## src/rtl/ai_tracker.sv

```systemverilog
// ============================================================================
// Module   : ai_tracker
// Brief    : Rate-limited computer-player pong paddle; tracks an approaching
//            ball and returns to centre while it recedes.
//            Optional prediction enabled by defining AI_PREDICT_EN.
// Revision : 1.0 - initial release
// ============================================================================
`default_nettype none

module ai_tracker #(
    parameter int COORD_W   = 11,
    parameter int POS_W     = 8,
    parameter int POS_SHIFT = 1,
    parameter int PADDLE_H  = 64,
    parameter int FIELD_H   = 464,
    parameter int MAX_STEP  = 2,
    parameter int DEADZONE  = 1,
    parameter int TICK_DIV  = 500000,
    parameter int LOOKAHEAD = 8
) (
    input  logic               CLOCK,
    input  logic               RESET,
    input  logic               ENABLE,
    input  logic               BALL_VALID,
    input  logic [COORD_W-1:0] BALL_H,
    input  logic [COORD_W-1:0] BALL_V,
    output logic [POS_W-1:0]   POSITION,
    output logic [1:0]         STATE,
    output logic               MOVING
);

    localparam int TOP   = FIELD_H - PADDLE_H;
    localparam int TW    = COORD_W + 2;
    localparam int PW    = COORD_W + 6;
    localparam int CNT_W = (TICK_DIV > 1) ? $clog2(TICK_DIV) : 1;

    localparam logic [COORD_W-1:0]   HOME_POS = COORD_W'(TOP / 2);
    localparam logic [COORD_W-1:0]   TOP_POS  = COORD_W'(TOP);
    localparam logic signed [PW-1:0] TOP_S    = PW'(TOP);

    localparam logic [1:0] S_IDLE  = 2'd0;
    localparam logic [1:0] S_TRACK = 2'd1;
    localparam logic [1:0] S_HOME  = 2'd2;

    logic [1:0]          state;
    logic [1:0]          state_nxt;
    logic [CNT_W-1:0]    tick_cnt;
    logic                tick;
    logic [COORD_W-1:0]  prev_h;
    logic [COORD_W-1:0]  prev_v;
    logic                have_prev;
    logic [COORD_W-1:0]  target;
    logic [COORD_W-1:0]  track_target;
    logic [COORD_W-1:0]  paddle;
    logic [COORD_W-1:0]  paddle_nxt;
    logic signed [TW-1:0] raw_sum;
    logic signed [PW-1:0] want;
    logic signed [TW-1:0] diff;
    logic [TW-1:0]        abs_diff;
    logic [COORD_W-1:0]   step_amt;
    logic                 move;

    assign tick = ENABLE && (tick_cnt == CNT_W'(TICK_DIV - 1));

    always_ff @(posedge CLOCK or negedge RESET) begin
        if (!RESET) begin
            tick_cnt <= '0;
        end else if (!ENABLE || tick) begin
            tick_cnt <= '0;
        end else begin
            tick_cnt <= tick_cnt + CNT_W'(1);
        end
    end

    always_ff @(posedge CLOCK or negedge RESET) begin
        if (!RESET) begin
            prev_h    <= '0;
            prev_v    <= '0;
            have_prev <= 1'b0;
        end else if (BALL_VALID) begin
            prev_h    <= BALL_H;
            prev_v    <= BALL_V;
            have_prev <= 1'b1;
        end
    end

    // FSM: state register
    always_ff @(posedge CLOCK or negedge RESET) begin
        if (!RESET) begin
            state <= S_IDLE;
        end else begin
            state <= state_nxt;
        end
    end

    // FSM: next state
    always_comb begin
        state_nxt = state;
        if (!ENABLE) begin
            state_nxt = S_IDLE;
        end else begin
            case (state)
                S_IDLE:  state_nxt = S_HOME;
                S_HOME:  if (BALL_VALID && have_prev && (BALL_H > prev_h)) state_nxt = S_TRACK;
                S_TRACK: if (BALL_VALID && have_prev && (BALL_H < prev_h)) state_nxt = S_HOME;
                default: state_nxt = S_IDLE;
            endcase
        end
    end

    // FSM: outputs
    always_comb begin
        STATE  = state;
        MOVING = move;
    end

    always_comb begin
        raw_sum = $signed({2'b00, BALL_V}) - $signed(TW'(PADDLE_H / 2));
        want    = {{(PW - TW){raw_sum[TW-1]}}, raw_sum};
`ifdef AI_PREDICT_EN
        if (have_prev) begin
            want = $signed({6'b0, BALL_V})
                 + $signed(PW'(LOOKAHEAD)) * ($signed({6'b0, BALL_V}) - $signed({6'b0, prev_v}))
                 - $signed(PW'(PADDLE_H / 2));
        end
`endif
        if (want < 0) begin
            track_target = '0;
        end else if (want > TOP_S) begin
            track_target = TOP_POS;
        end else begin
            track_target = want[COORD_W-1:0];
        end
    end

`ifndef AI_PREDICT_EN
    logic unused_pred;
    assign unused_pred = ^{prev_v, LOOKAHEAD};
`endif

    // Entering or staying in HOME recentres the target; the transition into
    // TRACK already loads the ball-derived target.
    always_ff @(posedge CLOCK or negedge RESET) begin
        if (!RESET) begin
            target <= HOME_POS;
        end else if (state_nxt == S_HOME) begin
            target <= HOME_POS;
        end else if ((state_nxt == S_TRACK) && BALL_VALID) begin
            target <= track_target;
        end
    end

    always_comb begin
        diff     = $signed({2'b00, target}) - $signed({2'b00, paddle});
        abs_diff = diff[TW-1] ? -diff : diff;
        step_amt = (abs_diff > TW'(MAX_STEP)) ? COORD_W'(MAX_STEP) : abs_diff[COORD_W-1:0];
        move     = tick && (state != S_IDLE) && (abs_diff > TW'(DEADZONE));
        paddle_nxt = paddle;
        if (move) begin
            paddle_nxt = diff[TW-1] ? (paddle - step_amt) : (paddle + step_amt);
        end
    end

    always_ff @(posedge CLOCK or negedge RESET) begin
        if (!RESET) begin
            paddle   <= HOME_POS;
            POSITION <= POS_W'(HOME_POS >> POS_SHIFT);
        end else begin
            paddle   <= paddle_nxt;
            POSITION <= POS_W'(paddle_nxt >> POS_SHIFT);
        end
    end

endmodule

`default_nettype wire

```

## config.mk

```make
export PLATFORM = sky130hd
export DESIGN_NAME = ai_tracker
export DESIGN_NICKNAME = d
export VERILOG_FILES = /design/src/rtl/ai_tracker.sv
export SDC_FILE = /design/constraint.sdc
export NUM_CORES = 1
export LEC_CHECK = 0
export ABC_AREA = 1
export CAP_MARGIN = 20
export CORE_MARGIN = 2
export CORE_UTILIZATION = 30
export DETAILED_ROUTE_END_ITERATION = 8
export GPL_ROUTABILITY_DRIVEN = 0
export GPL_TIMING_DRIVEN = 1
export SKIP_CTS_REPAIR_TIMING = 1
export SYNTH_ARGS = -nofsm -noshare
export SYNTH_HDL_FRONTEND = slang
export SYNTH_SLANG_ARGS = --single-unit
```

## constraint.sdc

```tcl
create_clock -name CLOCK -period 8.21 [get_ports CLOCK]
set_input_delay 2.0525 -clock CLOCK [delete_from_list [all_inputs] [get_ports CLOCK]]
set_output_delay 2.0525 -clock CLOCK [all_outputs]
set_load 0.02 [all_outputs]
```

==> results of run 1 <==
## sequential cells by signal, summed over array words and instances (netlist names)
name and count:
target 11, have_prev 1, paddle 11, prev_h 11
tick_cnt 19, STATE 2
## layer usage
layer	track usage, %	vias up	part of all wire, %
met2	21.2	61	45
met1	17.6	1760	51
li1	-	2129	-
met3	1.74	12	3.0
met4	3.30	0	1.5
met5	0	-	0
## where the power goes
part / switching, uW / total (uW) / internal (uW)
Combinational: 190 / 302 / 113
Sequential: 6.17 / 291 / 285
Clock: 101 / 216 / 115
Total: 297 / 809 / 512
## final timing paths
check | endpoint | depth (start not counted) | slack, ps | startpoint
setup / recovery | MOVING | 6 | 2000 | ENABLE
hold / removal | tick_cnt[0]$_DFF_PN0_ | 1 | 460 | tick_cnt[0]$_DFF_PN0_
setup reg to reg | paddle[7]$_DFFE_PN1P_ | 32 | 3130 | paddle[6]$_DFFE_PN1P_
hold reg to reg | tick_cnt[0]$_DFF_PN0_ | 1 | 460 | tick_cnt[0]$_DFF_PN0_
max in group asynchronous | STATE[0]$_DFF_PN0_ | 2 | 5870 | RESET
min in group asynchronous | tick_cnt[13]$_DFF_PN0_ | 2 | 1880 | RESET
## critical path, delay by kind of cell
family	cells	cell delay, ps
buf+inv	4	1330
simple gates	2	760
## kinds of logic after synthesis
family                   synth area share, %
multiplexers                           0.502
AO/OA/AOI/OAI                           9.55
flip-flops                              30.9
adder cells (fa/ha/maj)                 10.9
XOR/XNOR                                3.32
AND/OR/NAND/NOR                         34.0
buffers and inverters                   10.8
## cell usage in the layout (no fill, tap or decap), types with 6 or more instances in the layout
| cell | synthesis | final |
|---|---|---|
| a21oi_1 | 31 | 31 |
| clkdlybuf4s50_1 | 0 | 35 |
| ha_1 | 36 | 36 |
| o21ai_0 | 32 | 32 |
| dfstp_2 | 6 | 6 |
| nor2_1 | 42 | 42 |
| xor2_1 | 12 | 12 |
| nand2_1 | 171 | 171 |
| nand3_1 | 58 | 58 |
| inv_1 | 93 | 93 |
| nor3_1 | 10 | 10 |
| dfrtp_1 | 49 | 49 |
| nand4_1 | 18 | 18 |
## cell type report
class	count	area (sq um)	area share, %
Clock inverter	3	23.8	0.465
Sequential cell	55	1380	27.1
Timing Repair Buffer	37	363	7.10
Clock buffer	5	125	2.45
Inverter	99	372	7.27
Multi-Input combinational cell	466	2610	51.1
Tap cell	184	230	4.50
## per-stage QoR
step / utilization [%] / instances / hold slack (ps)
after CTS: 35.0 / 849 / 460
after global routing: 35.0 / 849 / 475
after global placement: 34.0 / 841 / 448
after detailed placement: 34.0 / 841 / 449
after floorplan: - / 638 / 433
final: 35.0 / 849 / 457
==> metrics.cfg, run 1 <==
[cells_and_area]
n_fill_cell = 1541
area_growth_pct = 14.0
fin_nets = 728
antenna_cells = 0
drive_above_1_share_pct = 6.02
stdcell_area_sq_um = 5110

[power_and_ir_drop]
pwr_density_cell_nw_per_um2 = 158
totalPowerFinal_uw = 809
vdd_ir_drop_max_mv = 0.0976
p_leak_uw = 0.00254

[global_routing]
grt_first_pass_wirelength_um = 17200
grtUsageTotal_pct = 12.8
grt_overflow_total = 0
grt_antenna_before_repair = 0
grt_pass1_vias = 3703
grt_max_degree = 56

[sta]
setup_tns_ps = 0
hold_violations = 0
skew_ps = 4.47
setup_ws_ps = 2000
period_minus_slack_ps = 6210
setup_viol = 0
rsz0062_at_grt = false
tightest_slew_ps = 875
timing.max_slew.rel_slack_pct = 41.5
slew_viol_final = 0
timing.fmax_mhz = 161
period_share_pct = 75.6

[placed_design]
io_buffers = 36
dp_hpwl_um = 7960
dpl_cell_area_sq_um = 4960
dp_slack_ps = 1980

[clock_tree]
cts_buffer_depth = 2
clock_latency_ps = 290
cts_sinks = 55
cts_tree = built
path_clk_slew_ps = 70
cts_buffers = 5
cts_root_buffer = clkbuf_16
htree_levels = 2

[drt]
drc = 0
wl_per_cell_um = 11.7
first_pass_iters = 4
via_count = 3962
ant_nets = 0
drt_wl_total_um = 9930
drt_iter0_drc = 148
viasPerCell = 4.67

[floorplanning]
rows = 44
io_pins = 37
start_util_pct = 30.7
fp.dieH_um = 126
die_area_sq_um = 15900
die_w_um = 126
core-area_sq_um = 14600

[synthesis]
synthDistinctLibCells = 45
seq_area_frac_synth_pct = 30.9
yosysTopAreaCell = dfrtp_1
synthCells = 638
synth_edf_count = 0
synth-seq-cells = 55
async_reset_ff_share_pct = 100
synth_area_sq_um = 4480
synth_common_cells = 171 x nand2_1, 93 x inv_1, 58 x nand3_1
synth_warnings = 0
synth.top_cell.area_share_pct = 27.4
synth.avg_cell_area_sq_um = 7.03
dominantRegCellSynth = dfrtp_1
ys_top_cells_by_area = dfrtp_1 27%, nand2_1 14%, ha_1 10%
synth_fp_nets = 702
synth.most_common_cell = nand2_1

[job]
cap_violations = 0

[worst_hold_path]
hold_class = flip-flop to flip-flop

[setup_path]
worst_path_largest_cell_delay_ps = 590
cpMaxStageDelayCell = nor3_2
critical_path_required_ps = 6160
critPathLaunchType = primary input
cp-end-kind = output pin
path_cells = clkdlybuf4s50_1, inv_1, nor3_2, nand2_4, inv_1, clkdlybuf4s50_1
worst-path-max-fanout = 10
worstSetupPathType = primary input to output pin
crit_arrival_ps = 4160

[outcome]
status = completed

Power figures use the tool's default switching activity.
==> run 2, diff against run 1 <==
clock period = 5.8 ns   (was 8.21 ns; I/O delays follow)
==> metrics.cfg, run 2 (synthesized netlist as in run 1, its figures left out) <==
[setup_path]
critical_path_required_ps = 4350  ; -1810 ps
critical_path.endpoint = MOVING
reg2reg_slack_ps = 790  ; -2340 ps
worstSetupPathType = flip-flop to output pin
crit_arrival_ps = 3640  ; -520 ps
critPathLaunch = target[0]$_DFFE_PN0P_
critPathLaunchType = flip-flop
rr_endpoint = paddle[7]$_DFFE_PN1P_
worst-path-max-fanout = 16  ; +6
reg2reg_from = target[0]$_DFFE_PN0P_
reg2reg_depth = 31  ; -3.1%
cp-end-kind = output pin

[drt]
wl_per_cell_um = 12.5  ; +6.8%
via_count = 4001  ; +0.98%
first_pass_iters = 4  ; unchanged
drt_iter0_drc = 257  ; +74%
viasPerCell = 4.71  ; +0.87%
drc = 0  ; unchanged
ant_nets = 0  ; unchanged
drt_wl_total_um = 10600  ; +6.9%

[placed_design]
placed_cells = 842  ; +0.12%
io_buffers = 36  ; unchanged
dp_hpwl_um = 8320  ; +4.5%

[sta]
rsz0062_at_grt = false
hold_violations = 0  ; unchanged
skew_ps = 10.8  ; +6.33 ps
slew_viol_final = 0  ; unchanged
setup_tns_ps = 0  ; unchanged
timing.max_slew.rel_slack_pct = 39.1  ; -2.5 points
tightest_slew_ps = 911  ; +36.7 ps
period_minus_slack_ps = 5090
setup_viol = 0  ; unchanged
period_share_pct = 87.8
timing.fmax_mhz = 196

[global_routing]
grtUsageTotal_pct = 13.9  ; +1.1 points
grt_overflow_total = 0  ; unchanged
grt_max_degree = 56  ; unchanged
grt_pass1_vias = 3892  ; +5.1%
grt_antenna_before_repair = 0  ; unchanged
grt_first_pass_wirelength_um = 18500  ; +7.6%

[cells_and_area]
area_growth_pct = 14.3
regArea_sq_um = 1380  ; unchanged
regMostFlops = tick_cnt
multi_input_area_sq_um = 2610  ; unchanged
final_common_cell = nand2_1
fin_nets = 729  ; +0.14%
drive_above_1_share_pct = 6.16  ; +0.14 points
fin_cells = 850  ; +0.12%
largest_reg_flops = 19  ; unchanged
antenna_cells = 0  ; unchanged
final_cell_mix = 171 x nand2_1, 93 x inv_1, 58 x nand3_1
post-route-util_pct = 35.1  ; +0.077 points
n_fill_cell = 1539  ; -0.13%

[clock_tree]
cts_sinks = 55  ; unchanged
clock_latency_ps = 300  ; about the same
cts_root_buffer = clkbuf_16
htree_levels = 2  ; unchanged
cts_tree = built
path_clk_slew_ps = 80  ; about the same
cts_buffer_depth = 2  ; unchanged
cts_buffers = 5  ; unchanged

[floorplanning]
start_util_pct = 30.7  ; unchanged
fp.dieH_um = 126  ; unchanged
rows = 44  ; unchanged
io_pins = 37  ; unchanged
core-area_sq_um = 14600  ; unchanged
die_area_sq_um = 15900  ; unchanged
die_w_um = 126  ; unchanged

[power_and_ir_drop]
p_leak_uw = 0.00255  ; +0.22%
vdd_ir_drop_max_mv = 0.164  ; +68%
pwr_density_cell_nw_per_um2 = 228  ; +44%

[outcome]
status = completed

[worst_hold_path]
hold_class = flip-flop to flip-flop

[job]
cap_violations = 0  ; unchanged

==> run 2: metal layers <==
layer | GRT usage, % | up-vias | share of wire, %
met2 | 22.2 | 55 | 46
met1 | 20.0 | 1809 | 51
met5 | 0 | - | 0
met3 | 1.91 | 5 | 2.8
met4 | 2.91 | 0 | 0.55
li1 | - | 2132 | -
==> run 2: cell type report <==
class                   instances  share of cell area, %
clock inverters                 3                  0.537
flip-flops and latches         55                   27.0
clock buffers                   5                   2.44
multi-input cells             466                   51.0
well taps                     184                   4.49
repair buffers                 38                   7.23
inverters                      99                   7.25
==> run 2: stage by stage <==
stage / setup slack (ps) / hold WS, ps / total power, uW / area (sq um)
6_report: 709 / 472 / 1170 / 5120
5_1_grt: 139 / 477 / 1260 / 5120
4_1_cts: 706 / 472 / 1180 / 5120
3_5_place_dp: 860 / 454 / 853 / 4970
3_3_place_gp: 935 / 452 / 856 / 4970
2_1_floorplan: 1420 / 433 / 751 / 4480
==> run 2: how the worst min path moves through the flow <==
stage	startpoint	endpoint	slack, ps	cells past startpoint
6_report	tick_cnt[0]$_DFF_PN0_	tick_cnt[0]$_DFF_PN0_	470	1
4_1_cts	tick_cnt[0]$_DFF_PN0_	tick_cnt[0]$_DFF_PN0_	470	1
3_3_place_gp	tick_cnt[0]$_DFF_PN0_	tick_cnt[0]$_DFF_PN0_	450	1
5_1_grt	tick_cnt[0]$_DFF_PN0_	tick_cnt[0]$_DFF_PN0_	480	1
3_5_place_dp	have_prev$_DFFE_PN0P_	have_prev$_DFFE_PN0P_	450	1
2_1_floorplan	tick_cnt[0]$_DFF_PN0_	tick_cnt[0]$_DFF_PN0_	430	1
==> run 2: critical path: stages, from the launching register on <==
cell and delay [ps]:
dfrtp_1 360, inv_1 50, ha_1 220, fa_1 520, ha_1 180, inv_1 40
a21oi_1 210, nand2_1 120, nor2_1 140, nand2_1 90, nand2_1 60, nand2_1 60
a21oi_1 140, nand3_1 100, nor2_2 130, nand2_4 160, nand2_4 170, inv_1 50
clkdlybuf4s50_1 530
==> run 2: where the power goes <==
| part | leakage [uW] | total, uW | switching, uW | internal, uW |
|---|---|---|---|---|
| Combinational | 0.00176 | 438 | 278 | 160 |
| Sequential | 0.000715 | 412 | 9.03 | 403 |
| Clock | 0.0000719 | 316 | 152 | 164 |
| Total | 0.00255 | 1170 | 439 | 727 |
==> run 3, diff against run 2 <==
REMOVE_ABC_BUFFERS = 1   (was not set)
==> metrics.cfg, run 3 (synthesized netlist as in run 1, its figures left out) <==
[setup_path]
cpMaxStageDelayCell = clkdlybuf4s50_1
cp-end-kind = output pin
path_cells = inv_1, ha_1, fa_1, ha_1, inv_1, a21oi_1, nand3_1, nor2_1, nand3_1, nand2_1, nand2_1, nand2_1, nand3_1, nor2_2, nand2_4, nand2_4, inv_1, clkdlybuf4s50_1
critPathLaunchType = flip-flop
worst_path_largest_cell_delay_ps = 530  ; about the same
path_buf_inv = 4  ; unchanged
crit_family = simple AND/OR/NAND/NOR gates
worstSetupPathType = flip-flop to output pin
critical_path_required_ps = 4350  ; about the same
crit_arrival_ps = 3630  ; about the same
worst-path-max-fanout = 16  ; unchanged

[cells_and_area]
largest_reg_flops = 19  ; unchanged
stdcell_area_sq_um = 5140  ; +0.27%
post-route-util_pct = 35.2  ; +0.094 points
area_growth_pct = 14.6
final_common_cell = nand2_1
drive_above_1_share_pct = 6.30  ; +0.14 points
fin_nets = 730  ; +0.14%
antenna_cells = 0  ; unchanged
regMostFlops = tick_cnt
final_cell_mix = 171 x nand2_1, 93 x inv_1, 58 x nand3_1

[drt]
drt_iter0_drc = 214  ; -17%
viasPerCell = 4.69  ; -0.39%
first_pass_iters = 5  ; +1
via_count = 3990  ; -0.27%
wl_per_cell_um = 12.4  ; -1.1%
drt_wl_total_um = 10500  ; -1.0%
ant_nets = 0  ; unchanged
drc = 0  ; unchanged

[sta]
tightest_slew_ps = 714  ; -197 ps
hold_violations = 0  ; unchanged
setup_tns_ps = 0  ; unchanged
skew_ps = 5.37  ; -5.43 ps
slew_viol_final = 0  ; unchanged
setup_viol = 0  ; unchanged
period_share_pct = 87.5  ; -0.24 points
timing.hold.ws_ps = 462  ; -10.1 ps
period_minus_slack_ps = 5080  ; -14.0 ps
timing.max_slew.rel_slack_pct = 52.4  ; +13 points
rsz0062_at_grt = false
timing.fmax_mhz = 197  ; +0.28%

[floorplanning]
start_util_pct = 30.7  ; unchanged
io_pins = 37  ; unchanged
die_area_sq_um = 15900  ; unchanged
die_w_um = 126  ; unchanged
fp.dieH_um = 126  ; unchanged
core-area_sq_um = 14600  ; unchanged
rows = 44  ; unchanged

[global_routing]
grt_antenna_before_repair = 0  ; unchanged
grt_pass1_vias = 3775  ; -3.0%
grt_overflow_total = 0  ; unchanged
grtUsageTotal_pct = 13.7  ; -0.18 points
grt_first_pass_wirelength_um = 18200  ; -1.1%
grt_max_degree = 56  ; unchanged

[clock_tree]
htree_levels = 2  ; unchanged
clock_latency_ps = 300  ; about the same
cts_buffers = 5  ; unchanged
cts_root_buffer = clkbuf_16
cts_sinks = 55  ; unchanged
path_clk_slew_ps = 80  ; about the same
cts_tree = built
cts_buffer_depth = 2  ; unchanged

[outcome]
status = completed

[power_and_ir_drop]
swShare_pct = 37.2  ; -0.49 points
pwr_density_cell_nw_per_um2 = 229  ; +0.63%
p_switching_uw = 437  ; -0.41%
clockPowerShare_pct = 28.2  ; +1.1 points
vdd_ir_drop_max_mv = 0.108  ; -34%
power_frac_comb_pct = 36.7  ; -0.9 points
p_int_uw = 739  ; +1.7%
p_leak_uw = 0.00256  ; +0.47%
power_frac_seq_pct = 35.1  ; -0.2 points

[placed_design]
dp_hpwl_um = 8340  ; +0.25%
dpl_cell_area_sq_um = 4980  ; +0.15%
io_buffers = 36  ; unchanged

[job]
cap_violations = 0  ; unchanged

[worst_hold_path]
hold_class = flip-flop to flip-flop

run 3: cell count changes in the layout (fill, tap and decap cells not counted), sizes merged:
cell      delta
clkbuf       +1
buf          +1
clkinvlp     -1
run 3: path summary, 6_finish.rpt:
kind                                  startpoint                     end  slack (ps)  cells after the start
setup / recovery           target[0]$_DFFE_PN0P_                  MOVING         720                     18
hold / removal             tick_cnt[0]$_DFF_PN0_   tick_cnt[0]$_DFF_PN0_         460                      1
min in group asynchronous                  RESET  tick_cnt[13]$_DFF_PN0_        1270                      2
setup reg to reg           target[0]$_DFFE_PN0P_   paddle[7]$_DFFE_PN1P_         760                     31
max in group asynchronous                  RESET   paddle[4]$_DFFE_PN0P_        4050                      2
hold reg to reg            tick_cnt[0]$_DFF_PN0_   tick_cnt[0]$_DFF_PN0_         460                      1
run 3: metrics by stage:
| stage | std cells | setup slack [ps] | power (uW) |
|---|---|---|---|
| after floorplan | 620 | 1330 | 740 |
| after global placement | 843 | 941 | 854 |
| after detailed placement | 843 | 833 | 850 |
| after CTS | 851 | 700 | 1190 |
| after global routing | 851 | 210 | 1270 |
| final | 851 | 723 | 1180 |
run 3: cell type report:
cell class / count / area [sq um]
fill: 1568 / 9450
multi-input combinational: 466 / 2610
sequential: 55 / 1380
timing repair buffer: 39 / 378
inverter: 99 / 372
tap: 184 / 230
clock buffer: 6 / 139
clock inverter: 2 / 20.0
run 3: routing by layer:
| layer | GRT usage, % | vias up | wire (um) |
|---|---|---|---|
| met3 | 2.46 | 6 | 514 |
| met4 | 3.17 | 0 | 74 |
| met2 | 21.1 | 74 | 4600 |
| met5 | 0 | - | 0 |
| li1 | - | 2137 | - |
| met1 | 20.0 | 1773 | 5320 |
run 3: power by group through the flow:
| stage | Clock, uW | Combinational [uW] | Sequential, uW |
|---|---|---|---|
| floorplan | 0 | 321 | 419 |
| global placement | 0 | 434 | 420 |
| detailed placement | 0 | 430 | 420 |
| CTS | 341 | 432 | 413 |
| global route | 354 | 496 | 415 |
| finish | 332 | 432 | 412 |
